--- src/rtl/seq_det_pkg.sv ---
// Shared types and helpers for the parametrised serial pattern detector.
// Optional sticky "seen" output is enabled with SEQ_DET_STICKY_EN.
package seq_det_pkg;

    localparam int MAX_LEN_DEF = 8;
    localparam int CNT_W_DEF   = 8;

    function automatic int unsigned clamp_len(
        input int unsigned len,
        input int unsigned max
    );
        return (len > max) ? max : len;
    endfunction

    // Patterns never exceed 32 bits, so a 32-bit mask covers every MAX_LEN.
    function automatic logic [31:0] pat_mask(input int unsigned len);
        return (len >= 32) ? 32'hFFFF_FFFF : ((32'd1 << len) - 32'd1);
    endfunction

endpackage

--- src/rtl/seq_det_sat_cnt.sv ---
// Saturating match counter with clear priority; optional sticky seen flag.
// The seen flop exists only when SEQ_DET_STICKY_EN is defined.
module seq_det_sat_cnt #(
    parameter int CNT_W = 8
) (
    input  logic             clk,
    input  logic             rst_n,
    input  logic             inc,
    input  logic             clr,
`ifdef SEQ_DET_STICKY_EN
    output logic             seen,
`endif
    output logic [CNT_W-1:0] count
);

    localparam logic [CNT_W-1:0] CNT_MAX = '1;

    logic [CNT_W-1:0] count_q, count_d;

    always_comb begin
        count_d = count_q;
        if (clr) begin
            count_d = '0;
        end else if (inc && (count_q != CNT_MAX)) begin
            count_d = count_q + CNT_W'(1);
        end
    end

    always_ff @(posedge clk or negedge rst_n) begin
        if (!rst_n) begin
            count_q <= '0;
        end else begin
            count_q <= count_d;
        end
    end

    assign count = count_q;

`ifdef SEQ_DET_STICKY_EN
    logic seen_q, seen_d;

    always_comb begin
        seen_d = seen_q;
        if (clr) begin
            seen_d = 1'b0;
        end else if (inc) begin
            seen_d = 1'b1;
        end
    end

    always_ff @(posedge clk or negedge rst_n) begin
        if (!rst_n) begin
            seen_q <= 1'b0;
        end else begin
            seen_q <= seen_d;
        end
    end

    assign seen = seen_q;
`endif

endmodule

--- src/rtl/param_seq_detector.sv ---
// Runtime-loadable serial pattern detector with overlap control and counter.
// Define SEQ_DET_STICKY_EN to add the sticky "seen" output.
module param_seq_detector
    import seq_det_pkg::*;
#(
    parameter int                 MAX_LEN       = MAX_LEN_DEF,
    parameter int                 LEN_W         = $clog2(MAX_LEN + 1),
    parameter logic [MAX_LEN-1:0] RESET_PATTERN = MAX_LEN'(8'b0000_0101),
    parameter int                 RESET_LEN     = 3,
    parameter int                 CNT_W         = CNT_W_DEF
) (
    input  logic               clk,
    input  logic               reset,
    input  logic               in,
    input  logic               in_valid,
    input  logic               overlap,
    input  logic               cfg_load,
    input  logic [MAX_LEN-1:0] cfg_pattern,
    input  logic [LEN_W-1:0]   cfg_len,
    input  logic               cnt_clr,
`ifdef SEQ_DET_STICKY_EN
    output logic               seen,
`endif
    output logic               out,
    output logic [CNT_W-1:0]   match_cnt
);

    localparam logic [LEN_W-1:0] MAX_L = LEN_W'(MAX_LEN);

    logic [MAX_LEN-1:0] hist_q, hist_d;
    logic [LEN_W-1:0]   fill_q, fill_d;
    logic [MAX_LEN-1:0] pat_q, pat_d;
    logic [LEN_W-1:0]   len_q, len_d;
    logic               out_q, out_d;

    logic [MAX_LEN-1:0] hist_sh;
    logic [LEN_W-1:0]   fill_inc;
    logic [31:0]        diff32;
    logic [31:0]        mask32;
    logic               hit;

    assign hist_sh  = {hist_q[MAX_LEN-2:0], in};
    assign fill_inc = (fill_q == MAX_L) ? MAX_L : fill_q + LEN_W'(1);
    assign diff32   = 32'(hist_sh ^ pat_q);
    assign mask32   = pat_mask(32'(len_q));

    // A bit arriving with cfg_load is discarded, so it can never match.
    assign hit = in_valid && !cfg_load && (len_q != '0) &&
                 (fill_inc >= len_q) && ((diff32 & mask32) == 32'd0);

    always_comb begin
        hist_d = hist_q;
        fill_d = fill_q;
        pat_d  = pat_q;
        len_d  = len_q;
        out_d  = 1'b0;
        if (cfg_load) begin
            pat_d  = cfg_pattern;
            len_d  = LEN_W'(clamp_len(32'(cfg_len), MAX_LEN));
            hist_d = '0;
            fill_d = '0;
        end else if (in_valid) begin
            hist_d = hist_sh;
            fill_d = (hit && !overlap) ? '0 : fill_inc;
            out_d  = hit;
        end
    end

    always_ff @(posedge clk or negedge reset) begin
        if (!reset) begin
            hist_q <= '0;
            fill_q <= '0;
            pat_q  <= RESET_PATTERN;
            len_q  <= LEN_W'(RESET_LEN);
            out_q  <= 1'b0;
        end else begin
            hist_q <= hist_d;
            fill_q <= fill_d;
            pat_q  <= pat_d;
            len_q  <= len_d;
            out_q  <= out_d;
        end
    end

    assign out = out_q;

    seq_det_sat_cnt #(
        .CNT_W(CNT_W)
    ) u_cnt (
        .clk  (clk),
        .rst_n(reset),
        .inc  (hit),
        .clr  (cnt_clr),
`ifdef SEQ_DET_STICKY_EN
        .seen (seen),
`endif
        .count(match_cnt)
    );

endmodule

--- config.mk ---
export PLATFORM = sky130hd
export DESIGN_NAME = param_seq_detector
export DESIGN_NICKNAME = d
export VERILOG_FILES = /design/src/rtl/seq_det_pkg.sv /design/src/rtl/seq_det_sat_cnt.sv /design/src/rtl/param_seq_detector.sv
export SDC_FILE = /design/constraint.sdc
export NUM_CORES = 1
export LEC_CHECK = 0
export BUFFER_PORTS_ARGS = -buffer_cell sky130_fd_sc_hd__buf_2
export CORE_MARGIN = 10
export CORE_UTILIZATION = 52
export CTS_BUF_LIST = sky130_fd_sc_hd__clkbuf_16
export CTS_CLUSTER_SIZE = 25
export DETAILED_ROUTE_END_ITERATION = 7
export PLACE_DENSITY = 0.74
export SKIP_LAST_GASP = 1
export SLEW_MARGIN = 10
export SYNTH_ARGS = -nofsm -noshare
export SYNTH_HDL_FRONTEND = slang
export SYNTH_SLANG_ARGS = --single-unit
--- constraint.sdc ---
create_clock -name clk -period 5.4 [get_ports clk]
set_input_delay 0.54 -clock clk [delete_from_list [all_inputs] [get_ports clk]]
set_output_delay 0.54 -clock clk [all_outputs]
set_load 0.02 [all_outputs]
Word-level counts from Yosys, hierarchy flattened
Index checks and enable logic that the tools add are counted.
- flip-flop bits (word level): 32
- input port bits: 19
- output and inout bits: 9
- logic and storage cells: 39
- add/sub/neg operators: 3
- $lt $le $gt $ge: 2
- equality and inequality tests: 2
- shift operators: 1
- multiplexer cells: 11
- bitwise gates (word level): 2
- reduce and logical (&&, ||, !) cells: 12
- operators with widths (operator ; number):
    AND 8 x 32 -> 32 bit ; 1
    logical NOT 32 bit ; 1
    left shift 1 x 4 -> 32 bit (first input constant) ; 1
    subtractor 32 x 1 -> 32 bit (second input constant) ; 1
    2-to-1 mux 4 bit ; 5
    2-to-1 mux 8 bit ; 2
    2-to-1 mux 7 bit ; 2
    adder 8 x 1 -> 8 bit (second input constant) ; 1
    inequality test 8 bit (second input constant) ; 1
    XOR 8 bit ; 1
    logical AND 1 bit ; 6
    adder 4 x 1 -> 4 bit (second input constant) ; 1
    equality test 4 bit (second input constant) ; 1
    >= comparator 4 bit ; 1
    > comparator 4 bit (second input constant) ; 1
    nonzero test 2 bit ; 2
    nonzero test 4 bit ; 1
    logical NOT 1 bit ; 2
    2-to-1 mux 1 bit ; 2

Longest topological paths before layout
Gate-level depths: netlist of the first run.
- depth after elaboration: 9
- depth in mapped cells: 14
- depth with buffers taken out: 13

By module
From an unflattened synthesis of the first run, not the netlist that was laid out.
- cells, all modules: 169
- area total of the unflattened synthesis: 1803.0 µm²
- modules (own cells, without submodules) (module ; instances ; cells an instance ; area an instance (µm²) ; sequential area each (µm²)):
    param_seq_detector ; 1 ; 120 ; 1338.8 ; 605.6
    seq_det_sat_cnt ; 1 ; 49 ; 464.2 ; 200.2

Worst setup path before layout of the first run
OpenSTA, ideal clock, no wires.
- path type: reg-to-reg
- from: register fill_q[0]
- to: register u_cnt.count_q[5], in the netlist u_cnt.count[5]
- setup time: 0.125 ns
- arrival: 2.528 ns
- required time: 5.275 ns
- slack: 2.747 ns
- cell stages (with the launch flop): 13
- path buffers: 0
- period minus slack after synthesis: 2.653 ns
- cells stage by stage: dfrtp_1 > inv_1 > ha_1 > nand2_1 > nand3_1 > o21ai_0 > ha_1 > o21a_1 > o22ai_1 > or3_1 > a211o_1 > nor4_1 > mux2_2
- longest elaborated chain between the ends: 7
- elaborated cells on any way between the ends: 8
- classes of those cells: add/sub: 1; order compare: 1; eq/ne: 1; mux: 1; reduce/logical: 4
- ends and longest elaborated chain (what ; RTL line ; RTL):
    start: declaration ; param_seq_detector.sv:31 ; logic [LEN_W-1:0] fill_q, fill_d;
    start signal: assignment ; param_seq_detector.sv:78 ; fill_q <= fill_d;
    adder 4 x 1 -> 4 bit / equality test 4 bit (equally long branches) ; param_seq_detector.sv:43 ; assign fill_inc = (fill_q == MAX_L) ? MAX_L : fill_q + LEN_W'(1);
    2-to-1 mux 4 bit (*) ; param_seq_detector.sv:43 ;
    >= comparator 4 bit (*) ; param_seq_detector.sv:49 ; (fill_inc >= len_q) && ((diff32 & mask32) == 32'd0);
    logical AND 1 bit (*) ; param_seq_detector.sv:48 ; assign hit = in_valid && !cfg_load && (len_q != '0) &&
    logical AND 1 bit (*) ; param_seq_detector.sv:49 ;
    logical AND 1 bit (*) ; seq_det_sat_cnt.sv:24 ; end else if (inc && (count_q != CNT_MAX)) begin
    nonzero test 2 bit (no source line) (*) ; n/a ;
    end signal: assignment ; seq_det_sat_cnt.sv:33 ; count_q <= count_d;
    end: declaration ; seq_det_sat_cnt.sv:18 ; logic [CNT_W-1:0] count_q, count_d;
Mark *: on every way between the ends. The rest lies on a longest branch, timed or not.
A chain may end at the register's enable or synchronous reset.

Worst setup path in the final report of the first run
Same ends and word-level chain as after synthesis.

==> impl_summary.md, run 1 <==
Status
The run finished with clean final reports.

Power and ir drop
Of the total power, the share spent switching nets is 0.237. For this design the total switching power over the nets is 0.140 mW. Of the total power, registers draw 0.449. Across the VDD grid, the largest voltage drop is 0.000226 V.

The power density of the placed cells is 285 nW/um^2. The reported leakage power is 0.937 nW. Cell internal power was estimated by the tool at 0.453 mW.

Of the total power, combinational logic draws 0.127. The share of total power dissipated in the clock network is 0.424.

Logic synthesis
The async set or reset register ratio after synthesis is 1.00. For this run, the leading register cell type out of synthesis is dfrtp_1. During synthesis, Yosys emitted a total of 0 warnings.

The number of enable flip-flop cells after synthesis is 0. The number of nets handed over by synthesis was 207. The number of cells produced by synthesis is 180.

Yosys mapped the design onto 46 distinct sky130hd cell types. After synthesis the netlist holds a flip-flop and latch count of 32. The average instance in the mapped netlist occupies 10.1 sq um.

The cell area that synthesis handed to floorplanning was 1820 sq um. For this run, the register share of the synthesized area comes to 0.442.

Critical path
The top fanout value on the critical path is 16. The cell that appears most often on the critical path is ha_1. Walking the worst path, the cells encountered are inv_1 > ha_1 > nand2_1 > nand3_1 > o21ai_0 > ha_1 > o21a_1 > o22ai_1 > or3_1 > a211o_1 > nor4_1 > mux2_2. The capturing element type of the critical path is a flip-flop.

The critical path launch point type is a flip-flop. Grouping stages by cell kind, the critical path spends the most delay in simple AND/OR/NAND/NOR gates. The number of buffer and inverter instances along the worst setup path is 1. STA puts the critical path data arrival time at 3120 ps.

The length in cells of the worst reg-to-reg path is 12. The stage delay of the slowest cell on the critical path is 410 ps. The required time at the endpoint of the critical path is 5560 ps. For flop-to-flop paths, the worst setup slack is 2440 ps. The endpoint identified for the worst register-to-register timing path is u_cnt.count[5]. The path type of the worst setup path is reg2reg. The beginning of the worst register-to-register path is fill_q[0]. The worst-path cell with the longest stage delay is a211o_1.

Route
Once detail routing completed, the nets flagged for antenna violations numbered 0. For this block, the initial DRC count from the detailed router was 108. The ratio of routed vias to standard cells is 5.67. The routed design has 3.89 mm of wire. The count of TritonRoute iterations in the first routing pass is 4.

The average wire per cell in the routed design is 15.5 um. After detailed routing, the number of remaining DRC violations is 0. For this block, the via count after detailed routing is 1424.

Timing
At the pin with the least slew margin, the transition time is 1080 ps. In the final timing run, aggregate negative setup slack is 0 ps. Setup repair after global routing left no endpoint under its margin.

The number of hold violations in the final report is 0. The maximum frequency from static timing analysis is 0.338 GHz. The worst clock skew is 4.71 ps. The clock period minus final worst setup slack is 2960 ps.

The number of slew-limit violations in the final report came to 0. Setup violations remaining at the end of the flow were counted as 0. Of the available clock period, the critical path in the final layout requires 0.549. The relative slew slack is 0.277.

CTS
TritonCTS created 5 clock buffers. The H-tree generated during clock tree synthesis spans 2 levels. Once the clock tree was built, the resizer swapped 0 gates to a different size. The number of setup buffers added after CTS is 0. The buffer type at the clock tree root is clkbuf_16. The register clock-pin slew on the reported worst setup and hold paths is 50 ps. The clock tree from TritonCTS is done. The clock net sink count is 32. The clock reaches the later pin of the worst-skew pair after 270 ps. Hold repair after CTS inserted 0 buffers. The clock passes through at most 2 buffers.

GRT
The initial antenna violation count is 0. The largest net degree at the start of global routing is 33. Summed over all layers, the global routing overflow is 0.

The number of global-route vias before repair is 1514. The global-route usage over all layers is 0.135. The first-pass GRT wire length is 6.89 mm.

Finish
The layout overhead on the synthesized area is 14.3%. The layout cell share with drive strength beyond 1 is 0.249. The filler cells instantiated in the layout total 304. The antenna cell count is 0. The finished layout holds 251 standard cells, fillers aside.

For this run, the post-layout net count is 232. Leaving out fill and tap cells, the most frequent cell in the layout is dfrtp_1. In the layout the commonest cells are dfrtp_1 (28), buf_2 (27), nor2_1 (13), inv_1 (12), nand2_1 (10).

Floorplanning
The y dimension of the die is 79.2 um. The effective utilization at floorplan is 0.542. The die footprint is 6270 sq um.

The chip width is 79.2 um. The floorplan row count is 21. The area inside the core boundary is 3360 sq um.

28 I/O pins were placed.

Placed design
The count of buffers added on input and output ports is 27. Counting tap cells, the placed design contains a total of 244 instances. The placed wire-length estimate is 2.91 mm. The routability congestion estimate is 0.787.

Min path
In this run the worst hold path is classified as in2async.

Job
Across the run, the number of max-cap violations was 0.
-- worst max-delay path by stage --
| stage | from | cells after the start | slack (ps) | end |
|---|---|---|---|---|
| floorplan | fill_q[0] | 12 | 2750 | u_cnt.count[5] |
| global route | fill_q[0] | 12 | 2140 | u_cnt.count[5] |
| global placement | fill_q[0] | 12 | 2550 | u_cnt.count[5] |
| detailed placement | fill_q[0] | 12 | 2450 | u_cnt.count[5] |
| finish | fill_q[0] | 12 | 2440 | u_cnt.count[5] |
| CTS | fill_q[0] | 12 | 2450 | u_cnt.count[5] |
-- cell families (layout without fill, tap and decap cells) --
| kind of cell | Yosys count | after routing | synth area share |
|---|---|---|---|
| adders and majority gates | 8 | 8 | 0.0549 |
| buffers and inverters | 21 | 46 | 0.0604 |
| AOI/OAI and AO/OA | 42 | 42 | 0.156 |
| DFF | 32 | 32 | 0.442 |
| xor gates and xnor gates | 9 | 9 | 0.0433 |
| muxes | 16 | 16 | 0.0941 |
| and+or+nand+nor | 52 | 52 | 0.149 |
-- layer usage --
metal	GRT usage	share of wire	vias to the layer above
li1	-	-	693
met1	0.151	0.41	686
met2	0.241	0.52	39
met3	0.0428	0.056	6
met4	0.0376	0.010	0
met5	0	0	-
-- power groups by stage --
| stage | clock network, mW | registers, mW | logic, mW |
|---|---|---|---|
| after floorplan | 0 | 0.265 | 0.0581 |
| after global placement | 0 | 0.269 | 0.0709 |
| after detailed placement | 0 | 0.270 | 0.0749 |
| after CTS | 0.256 | 0.266 | 0.0761 |
| after global routing | 0.268 | 0.268 | 0.0863 |
| final | 0.252 | 0.266 | 0.0752 |
-- flip-flops by register name, summed over array words and instances, names as in the netlist --
name	cells
u_cnt.count	8
hist_q	7
len_q	4
out	1
fill_q	4
pat_q	8
-- area by class of cell --
type / count / area [sq um] / share of cell area
multi-input cells: 127 / 906 / 0.435
flip-flops and latches: 32 / 806 / 0.387
repair buffers: 27 / 135 / 0.0649
clock buffers: 5 / 125 / 0.0601
well taps: 46 / 57.6 / 0.0276
inverters: 12 / 45.0 / 0.0216
clock inverters: 2 / 7.51 / 0.00361
-- through the flow --
| step | hold WS, ps | total power [mW] | util | setup WS, ps | cell area [sq um] |
|---|---|---|---|---|---|
| final | 314 | 0.593 | 0.619 | 2440 | 2080 |
| after global routing | 370 | 0.623 | 0.619 | 2140 | 2080 |
| after detailed placement | 522 | 0.345 | 0.580 | 2450 | 1950 |
| after global placement | 515 | 0.340 | 0.580 | 2550 | 1950 |
| after CTS | 334 | 0.599 | 0.619 | 2450 | 2080 |
| after floorplan | 244 | 0.323 | - | 2750 | 1820 |
-- Yosys cell counts, drive strengths merged (2+ instances only) --
library cell | instances | area (sq um)
dfrtp | 28 | 701
nor2 | 13 | 48.8
inv | 12 | 45.0
a21oi | 10 | 53.8
nand2 | 10 | 37.5
mux2 | 9 | 101
o21ai | 9 | 45.0
ha | 8 | 100
buf | 7 | 47.6
mux2i | 7 | 70.1
nand3 | 7 | 35.0
o31ai | 7 | 52.6
or3 | 5 | 33.8
xor2 | 5 | 43.8
dfstp | 4 | 105
nand2b | 4 | 25.0
xnor2 | 4 | 35.0
or4 | 3 | 22.5
clkbuf | 2 | 17.5
nor2b | 2 | 12.5
nor3 | 2 | 10.0
nor3b | 2 | 20.0
o21a | 2 | 15.0
o22ai | 2 | 12.5
o32ai | 2 | 17.5
(Power assumes the default switching activity.)
==> inputs of run 2 (changes only) <==
- ABC_AREA: not set -> 1
- clock period: 5.4 -> 3 ns (I/O delays scaled with it)
==> run 2 against run 1 <==
- critical path depth grew 2
- clock-buffer cell count is the same
- first-iteration DRC count shrank 5.6%
- flip-flop and latch count is the same
- register-to-register slack lost 1600 ps
- sequential share of layout area shrank 3.5 points
- global-route usage grew 1.1 points
- critical path type unchanged
- highest routed layer unchanged
==> impl_summary.md, run 2 <==
CTS
The number of hold buffers added after CTS was 0. The buffer type at the clock tree root is clkbuf_16. The register clock-pin slew on the reported worst setup and hold paths is 50 ps. The number of buffers on the longest clock path is 2. Clock tree synthesis inserted a total of 5 buffers. The insertion delay of the later-clocked pin in the worst-skew pair is 270 ps. TritonCTS built the clock tree. Once the clock tree was built, the resizer swapped 0 gates to a different size.

The tree built by TritonCTS fans out to 32 sinks. The H-tree was split into 2 levels. The number of setup buffers added after CTS is 0.

Critical path
Walking the worst path, the cells encountered are inv_1 > ha_1 > nand2_1 > nand3_1 > o21a_1 > inv_1 > ha_1 > nand4_1 > nand3_1 > nand3_2 > inv_1 > nand3_4 > nand3_1 > nand2_1. The critical path launch point type is a flip-flop. For this run, the slowest stage of the critical path takes 410 ps. The required time at the endpoint of the critical path is 3160 ps. The most critical setup path has its endpoint at u_cnt.count[6]. The critical path data arrival time is 2290 ps. The minimum setup slack among reg-to-reg paths is 860 ps. In this run the worst path has a maximum fanout of 8. The critical path starts at fill_q[0]. The critical path in this run is classified as reg2reg. The endpoint identified for the worst register-to-register timing path is u_cnt.count[6]. The beginning of the worst register-to-register path is fill_q[0]. The worst setup path is captured at a flip-flop. The length in cells of the worst reg-to-reg path is 14. On the critical path, the stage with the largest delay is an instance of dfrtp_1.

Min path
The min-delay analysis places its worst path in the category in2async.

Logic synthesis
The fraction of the mapped netlist area in compound gates is 0.0636. By area the synthesized netlist is led by dfrtp_1 (36%), nand2_1 (13%), inv_1 (7.3%). The most common flop cell mapped by yosys is dfrtp_1. The fraction of synthesized cell area in xor and xnor cells is 0.0405. The unique cell type count in the Yosys netlist is 27. Counting flops with a built-in enable in the synthesized netlist gives 0. The multiplexer fraction of the synthesized cell area is 0. The synthesized design spends more area on one cell type than any other, namely dfrtp_1.

The flip-flop and latch count after synthesis is 32. The sequential element share of the synthesized area is 0.414. The dominant cell by count in the synthesized netlist is nand2_1. By area, the combinational part of the netlist is dominated by simple AND/OR/NAND/NOR gates. The async set or reset register ratio after synthesis is 1.00.

The number of warning messages in the yosys log is 0. After synthesis the cells add up to 1950 sq um. The share of synthesized area in the top cell type comes to 0.360. The share of synthesized cell area in full adder, half adder and majority cells is 0.0514. After synthesis, the most frequently instantiated cells are nand2_1 (68), inv_1 (38), dfrtp_1 (28). The total nets after synthesis is 274. In the synthesized netlist, the number of instances is 247. Of the total synthesized cell area, the portion taken by AND, OR, NAND and NOR gates is 0.345. The average size of a mapped cell is 7.88 sq um.

Route
The final routed wirelength across all metal layers is 4.34 mm. The detailed-route via count is 1666. The detailed-route DRC error count is 0. Before antenna repair, the detailed router went through 4 iterations. The number of design-rule violations left by the first detailed-router iteration is 102. The remaining antenna violation count after routing is 0.

Using the TritonRoute via totals, the vias-per-cell ratio works out to 5.11. The average wire per cell in the routed design is 13.3 um.

Job
Across the run, the number of max-cap violations was 0.

Timing
The final-report setup violation count is 0. Headroom to the max-slew limit came out at 0.515. Static timing analysis puts the maximum clock frequency at 0.468 GHz.

The worst path needs 2140 ps of the cycle, external delays included. Adding up every negative setup slack in the final design gives 0 ps. The number of slew-limit violations in the final report is 0. The post-route clock period utilization is 0.712. The actual slew at the worst max-slew pin is 728 ps.

The number of hold violations in the final report is 0. The worst clock skew is 2.86 ps. Setup repair after global routing left no endpoint under its margin.

Floorplanning
The die footprint is 6590 sq um. The total I/O pin count is 28. The y dimension of the die is 81.2 um. The floorplan step defined a core boundary enclosing 3630 sq um. Measured along the x axis, the die boundary spans 81.2 um. Row generation in the floorplan step produced 22 rows.

The effective utilization at floorplan is 0.536.

Finish
In the layout the commonest cells are nand2_1 (68), inv_1 (38), dfrtp_1 (28), buf_2 (27), nand3_1 (20). The layout overhead on the synthesized area is 17.5%. With fillers left out, the area of the finished cells amounts to 2290 sq um. The number of antenna diodes in the final layout is 0. The layout has 339 filler cells.

For this run, the share of the core covered by cells in the final layout is 0.630. Of the cells placed in the final design, the portion with a size suffix greater than 1 is 0.201. After the last flow step, the layout net total stands at 304. The most common cell after layout, fill and taps aside is nand2_1.

Status
The run finished with clean final reports.

Placed design
Once placement finished, the instance area stood at 2130 sq um. At the end of routability-driven placement, the weighted congestion stood at 0.854. The count of input and output buffers is 27. Once detailed placement completed, the half-perimeter wirelength came to 3.21 mm.

GRT
The first-pass GRT wire length is 7.69 mm. For this run, the total global-route usage over all layers was measured as 0.146. The initial antenna violation count is 0. After global routing the overflow that remains totals 0. The number of global-route vias before repair came to 1694. Entering global routing, the biggest net connects 33 pins.

Power and ir drop
Power spread over the standard cell area amounts to 523 nW/um^2. The power after layout is 1.20 mW. The maximum resistive drop on vdd is 0.000305 V. The reported leakage power is 1.26 nW.
run 2: layout make-up:
class | instances | area, sq um | share of cell area
clock buffer | 5 | 125 | 0.0547
clock inverter | 3 | 37.5 | 0.0164
inverter | 40 | 150 | 0.0656
multi-input combinational | 171 | 975 | 0.426
sequential | 32 | 806 | 0.352
tap | 48 | 60.1 | 0.0262
timing repair buffer | 27 | 135 | 0.0590
run 2: how the worst min path moves through the flow:
| stage | startpoint | to |
|---|---|---|
| final | reset | pat_q[7] |
| after detailed placement | reset | pat_q[6] |
| after floorplan | reset | fill_q[0] |
| after global placement | reset | pat_q[6] |
| after CTS | reset | hist_q[3] |
| after global routing | reset | hist_q[3] |
run 2: metal layers:
metal,GRT usage,wire length [um]
met5,0,0
met4,0.0346,35
met3,0.0430,223
met2,0.251,2140
met1,0.175,1940
run 2: power breakdown:
part	switching, mW	total (mW)	leakage [nW]	internal [mW]
registers	0.0183	0.472	0.416	0.454
logic	0.103	0.159	0.761	0.0562
clock network	0.180	0.566	0.0789	0.385
total	0.301	1.20	1.26	0.896
run 2: cell families (layout without fill, tap and decap cells):
group / count (synthesis) / in the layout
fa+ha+maj: 8 / 8
xor+xnor: 9 / 9
compound gates: 22 / 22
flops: 32 / 32
buf+inv: 44 / 75
simple gates: 132 / 132
run 2: worst max-delay path: cells and delay by family, from the launching register on:
kind | cells | cell delay (ps)
flip-flops | 1 | 410
buffers and inverters | 3 | 260
AO/OA/AOI/OAI | 1 | 140
adder cells (fa/ha/maj) | 2 | 430
AND/OR/NAND/NOR | 8 | 770
run 2: through the flow:
step,worst slack (ps),hold WS (ps),std cells
floorplan,1110,4.41,247
global placement,1000,400,318
detailed placement,901,401,318
CTS,871,111,326
global route,752,144,326
finish,863,81.4,326
==> inputs of run 3 (changes only) <==
- ABC_AREA: 1 -> 0
- clock period: 3 -> 2 ns (I/O delays scaled with it)
==> run 3 against run 2 <==
- sequential power is 50% higher
- die area decreased by 4.9%
- final cell count decreased by 13%
- clock-buffer cell count unchanged
- clock power grew 27%
- combinational power grew 81%
- register-to-register slack got worse by 1600 ps
- the flow now finishes with violations (setup timing)
- total power grew 43%
==> impl_summary.md, run 3 (same netlist as run 1, synthesis figures left out) <==
Status
The run finished, with violations left. The checks that failed: setup timing.

Timing
The minimum setup slack in the final design is -688 ps. The number of slew-limit violations in the final report is 0. The actual slew at the worst max-slew pin is 710 ps. Static timing analysis puts the maximum clock frequency at 0.372 GHz. Adding up every negative setup slack in the final design gives -7730 ps. The worst clock skew is 4.62 ps. Setup violations remaining at the end of the flow were counted as 13. Setup repair after global routing could not meet its margin everywhere. The post-route clock period utilization is 1.34. Headroom to the max-slew limit came out at 0.526.

The number of hold violations in the final report is 0. The clock period minus final worst setup slack is 2690 ps.

Critical path
The required time at the endpoint of the critical path is 2160 ps. The top fanout value on the critical path is 4. The stage delay of the slowest cell on the critical path is 410 ps. On the critical path, the stage with the largest delay is an instance of dfrtp_1. The worst setup path is captured at a flip-flop. The number of buffer and inverter instances along the worst setup path is 1. The critical path data arrival time is 2850 ps. Among cell families on the critical path, the largest total delay comes from simple AND/OR/NAND/NOR gates.

STA classifies the critical path startpoint as a flip-flop. The signal on the critical path passes through inv_2 > ha_4 > nand2_4 > nand3_2 > o21ai_2 > ha_1 > o21a_1 > o22ai_1 > or3_1 > a211o_1 > nor4_2 > mux2_2. The path type of the worst setup path is reg2reg.

Job
Max-cap violations in this run came to 0.

Finish
The layout overhead on the synthesized area is 35.8%. The net count of the finished layout is 265. The post-route non-filler standard cell count is 285. At the end of the flow the core is filled with cells to 0.735. The repair_antennas step left the layout with diodes totalling 0. After filler insertion, the fill cell instance count of the layout stands at 248. The layout cell share with drive strength beyond 1 is 0.444. The most common cell after layout, fill and taps aside is buf_4.

The top cell types in the final layout, fill and taps aside, are buf_4 (31), dfrtp_1 (28), buf_2 (27), nor2_1 (12), inv_1 (11).

Floorplanning
For this configuration, the core starts out at a cell density of 0.542. The floorplan step set the die height to 79.2 um. The area inside the core boundary is 3360 sq um.

The total I/O pin count is 28. In this run the horizontal extent of the chip is 79.2 um. In this run the core area contains 21 standard-cell rows. The die footprint is 6270 sq um.

Route
The ratio of routed vias to standard cells is 5.58. Detailed routing inserted a total of 1589 vias. The number of design-rule violations left by the first detailed-router iteration is 63. In the routed design, unresolved DRC markers number 0.

The final routed wirelength across all metal layers is 4.66 mm. The remaining antenna violation count after routing is 0. For this run, the detailed router's first-pass iteration total came to 4.

The average wire per cell in the routed design is 16.3 um.

CTS
The insertion delay of the later-clocked pin in the worst-skew pair is 280 ps. The tree is rooted in a clkbuf_16. The number of buffers created by CTS is 5. The clock passes through at most 2 buffers. After clock tree synthesis, the clock-pin slew on the worst setup and hold paths is 50 ps. The H-tree level count is 2. The clock tree from TritonCTS is done. The clock drives 32 sinks.

Min path
The type of the most critical hold path is in2reg.

Placed design
The HPWL after detailed placement is 3.32 mm. In this run, placement finished with an instance count of 271. During placement, the flow inserted port buffers numbering 27. The routability congestion estimate is 0.864.

Power and ir drop
The maximum resistive drop on vdd is 0.000633 V. The power density of the placed cells is 693 nW/um^2. The analysis attributes to cell leakage a power of 1.12 nW.

GRT
The number of global-route vias before repair is 1712. The global-route usage over all layers is 0.157. The initial antenna violation count is 0. The total overflow reported by the global router is 0. The largest net degree at the start of global routing is 33. The first global-routing pass estimated 7.99 mm of wire.
run 3: changes by cell type in the layout (fill, tap and decap cells not counted), moves of 4 or more:
| cell | delta |
|---|---|
| inv_1 | -27 |
| nand4_1 | -10 |
| o31ai_1 | +4 |
| mux2_2 | +9 |
| o21ai_0 | -4 |
| o22ai_1 | -5 |
| nand2_1 | -59 |
| mux2i_1 | +7 |
| nand2b_1 | +4 |
| nand3_1 | -15 |
| a21oi_2 | +6 |
| buf_4 | +31 |
run 3: path summary, 6_finish.rpt:
kind	from	endpoint	slack [ps]	cells past startpoint
setup reg to reg	fill_q[1]	u_cnt.count[5]	-690	12
hold / removal	cfg_len[1]	len_q[1]	140	3
setup / recovery	fill_q[1]	u_cnt.count[5]	-690	12
min in group asynchronous	reset	len_q[3]	510	2
hold reg to reg	pat_q[6]	pat_q[6]	530	1
max in group asynchronous	reset	u_cnt.count[5]	1030	2
run 3: final cells by class:
type                       instances  area, sq um  area share
clock buffer                       5          125      0.0506
clock inverter                     3         15.0     0.00607
inverter                          12         45.0      0.0182
multi-input combinational        127         1040       0.419
sequential                        32          806       0.326
tap                               46         57.6      0.0233
timing repair buffer              60          389       0.157
run 3: power by group:
group	switching [mW]	internal, mW	leakage [nW]
Clock	0.265	0.451	0.0687
Combinational	0.142	0.146	0.642
Sequential	0.0254	0.684	0.414
Total	0.432	1.28	1.12
run 3: timing repair:
action                     4_1_cts  5_1_grt
hold buffers                     1        0
cloned                           1        0
pin swaps                        5        5
hold endpoints to repair         1        0
resized for setup               21        9
buffers inserted                 3        1
setup endpoints to repair       13       13
run 3: layer usage:
layer | GRT usage | up-vias | wire [um]
li1 | - | 762 | -
met1 | 0.176 | 780 | 1920
met2 | 0.270 | 39 | 2450
met3 | 0.0495 | 8 | 223
met4 | 0.0609 | 0 | 63
met5 | 0 | - | 0
run 3: worst min-delay path: stages:
cell and delay (ps):
buf_2 80, nand2_1 40, o21ai_0 60
run 3: per-stage QoR:
step           instance area [sq um]  setup slack (ps)  hold slack [ps]  total power [mW]
2_1_floorplan                   1840              -586            -95.6             0.873
3_3_place_gp                    2170              -638              277             0.964
3_5_place_dp                    2170              -802              292             0.982
4_1_cts                         2430              -613              139              1.72
5_1_grt                         2470              -823              158              1.79
6_report                        2470              -688              139              1.71
